===== config.mk =====
export PLATFORM = sky130hd
export DESIGN_NAME = sram_tone_player
export DESIGN_NICKNAME = d
export VERILOG_FILES = /design/src/rtl/sram_tone_player.sv
export SDC_FILE = /design/constraint.sdc
export NUM_CORES = 1
export LEC_CHECK = 0
export CAP_MARGIN = 20
export CORE_MARGIN = 4
export CORE_UTILIZATION = 57
export DETAILED_ROUTE_END_ITERATION = 10
export PLACE_DENSITY_LB_ADDON = 0.05
export SLEW_MARGIN = 20
export SYNTH_ARGS = -nofsm -noshare
export SYNTH_HDL_FRONTEND = slang
export SYNTH_SLANG_ARGS = --single-unit

===== constraint.sdc =====
create_clock -name clk -period 5.3 [get_ports clk]
set_input_delay 1.06 -clock clk [delete_from_list [all_inputs] [get_ports clk]]
set_output_delay 1.06 -clock clk [all_outputs]
set_load 0.02 [all_outputs]

===== src/rtl/sram_tone_player.sv =====
// sram_tone_player
//   Walks a song stored in external async SRAM as 2-word note records and
//   drives a square-wave speaker. Record at word address A:
//     word A   : half-period in PERIOD_SCALE-clock units (0 = rest)
//     word A+1 : duration in TICK_DIV-clock ticks (0 = end of song)
//   Address arithmetic wraps modulo 2^18.
//
// Ports
//   clk, rst     : system clock, asynchronous active-high reset
//   start        : 1-cycle pulse, begin playing at base_addr (only in IDLE)
//   stop         : 1-cycle pulse, abort playback (wins over start)
//   base_addr    : word address of the first record, sampled on accepted start
//   sram_addr    : SRAM word address
//   sram_oe_n    : SRAM output enable, active low
//   sram_io      : SRAM read data
//   speaker      : square-wave audio output
//   busy         : high in every state except IDLE
//   done         : 1-cycle pulse when the terminator record is read
//   note_cnt     : notes completed since the last accepted start
//   state_dbg    : current FSM state (0 IDLE, 1 FETCH_P, 2 FETCH_D, 3 PLAY)
module sram_tone_player #(
  parameter int PERIOD_SCALE = 8,
  parameter int TICK_DIV     = 50000,
  parameter int SRAM_WAIT    = 2
) (
  input  logic        clk,
  input  logic        rst,
  input  logic        start,
  input  logic        stop,
  input  logic [17:0] base_addr,
  output logic [17:0] sram_addr,
  output logic        sram_oe_n,
  input  logic [15:0] sram_io,
  output logic        speaker,
  output logic        busy,
  output logic        done,
  output logic [15:0] note_cnt,
  output logic [1:0]  state_dbg
);

  // One spare bit on the half-period counter keeps hp*PERIOD_SCALE exact
  // for every 16-bit hp, including non power-of-two scales.
  localparam int HW = 16 + $clog2(PERIOD_SCALE) + 1;
  localparam int PW = (TICK_DIV > 1) ? $clog2(TICK_DIV) : 1;
  localparam int WW = (SRAM_WAIT > 1) ? $clog2(SRAM_WAIT) : 1;

  localparam logic [HW-1:0] PS        = HW'(PERIOD_SCALE);
  localparam logic [PW-1:0] PRE_LAST  = PW'(TICK_DIV - 1);
  localparam logic [WW-1:0] WAIT_LAST = WW'(SRAM_WAIT - 1);

  typedef enum logic [1:0] {
    IDLE    = 2'd0,
    FETCH_P = 2'd1,
    FETCH_D = 2'd2,
    PLAY    = 2'd3
  } state_t;

  state_t        state;
  logic [17:0]   addr;      // address of the record being fetched/played
  logic [WW-1:0] wcnt;      // SRAM wait counter
  logic [15:0]   hp;
  logic [15:0]   dur;
  logic [PW-1:0] pre;       // tick prescaler
  logic [15:0]   tcnt;      // ticks elapsed in the current note
  logic [HW-1:0] hcnt;      // cycles elapsed in the current half-period
  logic [HW-1:0] half_lim;

  assign half_lim  = HW'(hp) * PS;
  assign state_dbg = state;

  always_ff @(posedge clk or posedge rst) begin
    if (rst) begin
      state     <= IDLE;
      addr      <= '0;
      wcnt      <= '0;
      hp        <= '0;
      dur       <= '0;
      pre       <= '0;
      tcnt      <= '0;
      hcnt      <= '0;
      sram_addr <= '0;
      sram_oe_n <= 1'b1;
      speaker   <= 1'b0;
      busy      <= 1'b0;
      done      <= 1'b0;
      note_cnt  <= '0;
    end else begin
      done <= 1'b0;
      if (stop) begin
        // Abort from any state; note_cnt is deliberately kept.
        state     <= IDLE;
        speaker   <= 1'b0;
        sram_oe_n <= 1'b1;
        busy      <= 1'b0;
      end else begin
        case (state)
          IDLE: begin
            if (start) begin
              addr      <= base_addr;
              sram_addr <= base_addr;
              sram_oe_n <= 1'b0;
              note_cnt  <= '0;
              wcnt      <= '0;
              busy      <= 1'b1;
              state     <= FETCH_P;
            end
          end

          FETCH_P: begin
            if (wcnt == WAIT_LAST) begin
              hp        <= sram_io;
              sram_addr <= addr + 18'd1;
              wcnt      <= '0;
              state     <= FETCH_D;
            end else begin
              wcnt <= wcnt + WW'(1);
            end
          end

          FETCH_D: begin
            if (wcnt == WAIT_LAST) begin
              wcnt      <= '0;
              sram_oe_n <= 1'b1;
              if (sram_io == 16'd0) begin
                done  <= 1'b1;
                busy  <= 1'b0;
                state <= IDLE;
              end else begin
                dur     <= sram_io;
                addr    <= addr + 18'd2;
                pre     <= '0;
                tcnt    <= '0;
                hcnt    <= '0;
                speaker <= 1'b0;
                state   <= PLAY;
              end
            end else begin
              wcnt <= wcnt + WW'(1);
            end
          end

          PLAY: begin
            if (pre == PRE_LAST && tcnt == dur - 16'd1) begin
              // addr already points at the next record.
              note_cnt  <= note_cnt + 16'd1;
              speaker   <= 1'b0;
              sram_addr <= addr;
              sram_oe_n <= 1'b0;
              wcnt      <= '0;
              state     <= FETCH_P;
            end else begin
              if (pre == PRE_LAST) begin
                pre  <= '0;
                tcnt <= tcnt + 16'd1;
              end else begin
                pre <= pre + PW'(1);
              end
              if (hp != 16'd0) begin
                if (hcnt == half_lim - HW'(1)) begin
                  hcnt    <= '0;
                  speaker <= ~speaker;
                end else begin
                  hcnt <= hcnt + HW'(1);
                end
              end
            end
          end

          default: state <= IDLE;
        endcase
      end
    end
  end

endmodule


======== Yosys cells after proc, flatten, opt, wreduce, memory -nomap -nowiden ========
Cells that the tools add are included.
storage, ports and cells
  register bits after elaboration ......... 143
  output and inout bits ................... 40
  logic and storage cells ................. 127
operators by class
  add/sub/neg operators ................... 9
  equal/unequal tests ..................... 22
  multiplexer cells ....................... 54
  bitwise operators ....................... 3
  reductions and logical operators ........ 25
operator list
  cell                                                                   number
  16-bit two-way mux                                                     8
  20-bit two-way mux                                                     5
  16-bit one-hot mux with 2 select lines                                 3
  18-bit two-way mux                                                     5
  18-bit one-hot mux with 3 select lines                                 1
  16-bit by 1-bit adder with 16-bit output (second input constant)       3
  20-bit one-hot mux with 2 select lines                                 1
  18-bit one-hot mux with 2 select lines                                 1
  20-bit by 1-bit adder with 20-bit output (second input constant)       1
  20-bit equality test                                                   1
  4-bit AND reduction                                                    5
  5-bit AND reduction                                                    4
  19-bit by 1-bit subtractor with 20-bit output (second input constant)  1
  1-bit two-way mux                                                      19
  18-bit by 1-bit adder with 18-bit output (second input constant)       1
  18-bit by 2-bit adder with 18-bit output (second input constant)       1
  3-bit inequality test (second input constant)                          6
  16-bit equality test                                                   1
  16-bit equality test (second input constant)                           1
  16-bit zero test                                                       1
  2-bit inequality test (second input constant)                          8
  16-bit nonzero test                                                    1
  16-bit by 1-bit subtractor with 16-bit output (second input constant)  1
  2-bit two-way mux                                                      6
  16 further kinds                                                       28

======== Depth between registers and ports, before layout ========
  depth after elaboration ................. 7
  depth in mapped cells ................... 13

======== Least setup slack after synthesis ========
Ideal clock, no wire load.
  path type ............................... input to register
  start ................................... input sram_io[10]
  end ..................................... register hcnt[19]
  setup time .............................. 0.137 ns
  data arrival time ....................... 3.005 ns
  data required time ...................... 5.163 ns
  slack ................................... 2.158 ns
  cell stages on the path ................. 10
  path buffers ............................ 2
  cells stage by stage .................... nor4_1 -> nand4_1 -> a31oi_1 -> or2_2 -> clkbuf_1 -> clkbuf_1 -> nor2_1 -> a32oi_1 -> mux2i_1 -> nor3_1
between the ends
  word-level cells in the longest chain between the ends .. 3
RTL lines
  item                             line  source
  start: declaration               33    input logic [15:0] sram_io,
  16-bit zero test                 124   if (sram_io == 16'd0) begin
  2-bit inequality test (no line)  n/a
  6-bit AND reduction (no line)    n/a
  end signal: assignment           163   hcnt <= hcnt + HW'(1);
  end: declaration                 65    logic [HW-1:0] hcnt;
No other way between the ends.
A chain may end at the register's enable or synchronous reset.

======== Final worst setup path ========
  start ................................... register pre[0]
  end ..................................... register note_cnt[10]
between the ends
  word-level cells in the longest chain between the ends .. 4
RTL lines
  item                             line  source
  start: declaration               63    logic [PW-1:0] pre;
  start signal: assignment         156   pre <= pre + PW'(1);
  16-bit equality test             143   if (pre == PRE_LAST && tcnt == dur - 16'd1) begin
  1-bit logical AND                143
  2-bit inequality test (no line)  n/a
  4-bit AND reduction (no line)    n/a
  end signal: assignment           145   note_cnt <= note_cnt + 16'd1;
  end: declaration                 37    output logic [15:0] note_cnt,
No other way between the ends.

==> load_flow_metrics.sql <==
INSERT INTO impl_metrics (metric_group, metric, value, unit) VALUES
('critical_path', 'worstReg2RegEnd', 'note_cnt[10]', ''),
('routing', 'detail_route.drc_violations', '0', ''),
('yosys', 'synth_simple_gate_area_share', '23.1', '%'),
('timing', 'finalHoldViolations', '0', ''),
('critical_path', 'worst-r2r-setup-slack', '1.43', 'ns'),
('clocking', 'clock-sinks', '143', ''),
('final_layout', 'antenna-diode-count', '0', ''),
('power', 'power.clock.fraction', '26.2', '%'),
('die', 'placeable_core_area', '15300', 'µm²'),
('timing', 'relSlewSlack', '35.6', '%'),
('clocking', 'clock_insertion_delay_worst_skew', '0.43', 'ns'),
('die', 'die_height', '133', 'µm'),
('global_routing', 'vias_in_the_first_global_route', '7680', ''),
('yosys', 'synth.area.mux_share', '5.15', '%'),
('yosys', 'synth_area_in_compound_gates', '21.4', '%'),
('yosys', 'synth_seq_cells', '143', ''),
('die', 'die_w', '133', 'µm'),
('global_routing', 'grt_antenna_before_repair', '0', ''),
('critical_path', 'critical_path.endpoint_type', 'flip-flop', ''),
('final_layout', 'multiInputGateArea', '5010', 'µm²'),
('routing', 'detail_route.wl_per_cell', '18.2', 'µm'),
('critical_path', 'path_max_fanout', '22', ''),
('routing', 'post_drt_via_cell_ratio', '6.28', ''),
('critical_path', 'cp-endpoint', 'note_cnt[10]', ''),
('yosys', 'xor_and_xnor_fraction_of_the_mapped_netlist_area', '4.58', '%'),
('clocking', 'cts_hold_buf', '0', ''),
('yosys', 'synth_cells', '1038', ''),
('clocking', 'cts.root.buffer_cell', 'clkbuf_16', ''),
('critical_path', 'timing_worst_setup_path_type', 'reg2reg', ''),
('clocking', 'ctsLongestPathBuffers', '2', ''),
('clocking', 'htreeDepth', '4', ''),
('yosys', 'area_share_of_fa_ha_maj_cells_after_synthesis', '1.68', '%'),
('timing', 'setup_repair_after_global_routing_missed_its_margin', 'no', ''),
('yosys', 'mappedNetlistArea', '8910', 'µm²'),
('min_path', 'hp-class', 'reg2reg', ''),
('power', 'total_leakage_power', '4.27', 'nW'),
('outcome', 'outcome', 'completed', ''),
('timing', 'finClkSkew', '0.0148', 'ns'),
('clocking', 'post_cts_resized', '0', ''),
('final_layout', 'fillers', '1272', ''),
('global_routing', 'gr-usage-all-layers', '27.1', '%'),
('die', 'fp.dieArea', '17700', 'µm²'),
('yosys', 'synthDistinctLibCells', '75', ''),
('timing', 'final-setup-viol-count', '0', ''),
('flow_run', 'drv_cap', '0', ''),
('die', 'floorplan.initialDensity', '58.4', '%'),
('placed_design', 'gp_congestion', '0.872', ''),
('global_routing', 'grt_pass1_wl', '39300', 'µm'),
('power', 'power.net_switching', '0.00182', 'W'),
('yosys', 'synth.area.top_cells', 'dfrtp_1 40%, o21ai_0 5.6%, a21oi_1 5.3%', ''),
('placed_design', 'port_buffers', '77', ''),
('yosys', 'synthesis.nets', '1088', ''),
('placed_design', 'detailedPlacementHpwl', '16400', 'µm'),
('critical_path', 'cp_data_required_time', '5.65', 'ns'),
('final_layout', 'layout.area.seq', '3580', 'µm²'),
('critical_path', 'worst_r2r_path_depth', '9', ''),
('final_layout', 'post_route_cells_drive_above_1_share', '8.74', '%'),
('global_routing', 'grt_start_max_net_pins', '76', ''),
('routing', 'first_pass_iters', '6', ''),
('routing', 'route.antenna.remaining_nets', '0', ''),
('final_layout', 'areaGrowthSynthToFinish', '16.8', '%'),
('final_layout', 'nNetsFinal', '1136', ''),
('timing', 'max_clock_freq', '0.259', 'GHz'),
('yosys', 'synth_area_per_cell', '8.58', 'µm²'),
('power', 'switching_share', '39.1', '%'),
('die', 'fp-row-count', '45', ''),
('global_routing', 'global_route.overflow_total', '0', ''),
('placed_design', 'dp_slack', '1.19', 'ns'),
('clocking', 'tritoncts', 'built', ''),
('yosys', 'ys_seq_area_share', '40.2', '%'),
('timing', 'fin_ws', '1.43', 'ns');
==> layout by cell type (no fill, tap or decap), drive strengths merged, types with 8 or more instances in the layout <==
cell type / instances
nand2: 90
and3: 21
dfrtp: 142
o21ai: 101
a21o: 14
a221oi: 9
mux2: 31
ha: 12
or4: 12
a31oi: 12
xor2: 15
or3: 14
a21oi: 95
a22o: 9
inv: 28
nor2: 78
o31ai: 13
clkinv: 9
xnor2: 29
o22ai: 9
nand3: 56
clkdlybuf4s50: 77
clkbuf: 19
nand4: 32
o41ai: 8
buf: 11
nand2b: 16
nor4: 11
nor3: 27
mux2i: 11
nor2b: 9
==> sequential cells by signal (all words and copies together) (netlist names) <==
register / cells
speaker: 1
busy: 1
sram_oe_n: 1
addr: 18
done: 1
note_cnt: 16
state_dbg: 2
sram_addr: 18
hp: 16
hcnt: 20
wcnt: 1
dur: 16
pre: 16
tcnt: 16
==> logic make-up (layout without fill, tap and decap cells) <==
kind of cell,count (synthesis),after routing
AOI/OAI and AO/OA,309,309
xor gates and xnor gates,45,45
adders and majority gates,12,12
buffers and inverters,87,148
DFF,143,143
muxes,42,42
and+or+nand+nor,400,400
==> layer usage <==
layer  track usage, %  vias to the layer above  share of wire (%)
met5                0                        -                  0
met4             7.10                        0                1.6
met3             5.32                       30                6.4
met2             42.4                      302                 47
met1             38.7                     3973                 45
li1                 -                     3925                  -
==> power by group through the flow <==
stage	sequential [W]	clock, W	combinational (W)
4_1_cts	0.00173	0.00123	0.00168
5_1_grt	0.00178	0.00129	0.00187
3_5_place_dp	0.00174	0	0.00167
2_1_floorplan	0.00166	0	0.00120
6_report	0.00174	0.00122	0.00169
3_3_place_gp	0.00174	0	0.00165
==> per-stage QoR <==
step | total power, W | cell area, µm² | utilization [%] | instances | hold WS [ns]
6_report | 0.00465 | 10400 | 68.2 | 1310 | 0.473
5_1_grt | 0.00494 | 10400 | 68.2 | 1310 | 0.503
4_1_cts | 0.00464 | 10400 | 68.2 | 1310 | 0.482
3_5_place_dp | 0.00341 | 9810 | 64.3 | 1278 | 0.469
3_3_place_gp | 0.00339 | 9810 | 64.3 | 1278 | 0.460
2_1_floorplan | 0.00286 | 8910 | - | 1038 | 0.468
==> layout make-up <==
| cell class | instances | area share, % |
|---|---|---|
| Clock buffer | 19 | 4.16 |
| Sequential cell | 143 | 34.4 |
| Inverter | 28 | 1.06 |
| Tap cell | 211 | 2.54 |
| Timing Repair Buffer | 88 | 8.20 |
| Multi-Input combinational cell | 808 | 48.1 |
| Clock inverter | 13 | 1.59 |
==> critical path: stages (launching register included) <==
cell,delay (ns)
dfrtp_1,0.40
ha_1,0.22
nand3_1,0.15
nand2b_1,0.25
or3_1,0.65
a221oi_1,0.40
nand4_2,0.46
a21o_1,0.53
or4_1,0.57
a21oi_1,0.15
==> cell usage after synthesis, types with 7 or more instances <==
cell type	n
a21o_1	14
a21oi_1	95
a221oi_1	9
a22o_1	9
a31oi_1	11
and2_1	7
and3_1	21
clkbuf_1	50
dfrtp_1	142
ha_1	12
inv_1	26
mux2_2	31
mux2i_1	11
nand2_1	90
nand2b_1	16
nand3_1	56
nand4_1	31
nor2_1	78
nor2b_1	9
nor3_1	27
nor4_1	10
o21ai_0	99
o22ai_1	9
o31ai_1	13
o41ai_1	8
or2_2	7
or3_1	14
or4_1	10
xnor2_1	29
xor2_1	15
==> worst min-delay path by stage <==
stage | from | to | slack, ns | depth (start not counted)
after floorplan | pre[6] | pre[6] | 0.47 | 1
after global placement | sram_addr[2] | sram_addr[2] | 0.46 | 2
after detailed placement | sram_addr[5] | sram_addr[5] | 0.47 | 2
after CTS | sram_addr[5] | sram_addr[5] | 0.48 | 2
after global routing | sram_addr[7] | sram_addr[7] | 0.50 | 1
final | sram_addr[5] | sram_addr[5] | 0.47 | 2
No activity file was read; power rests on OpenSTA's default activity.
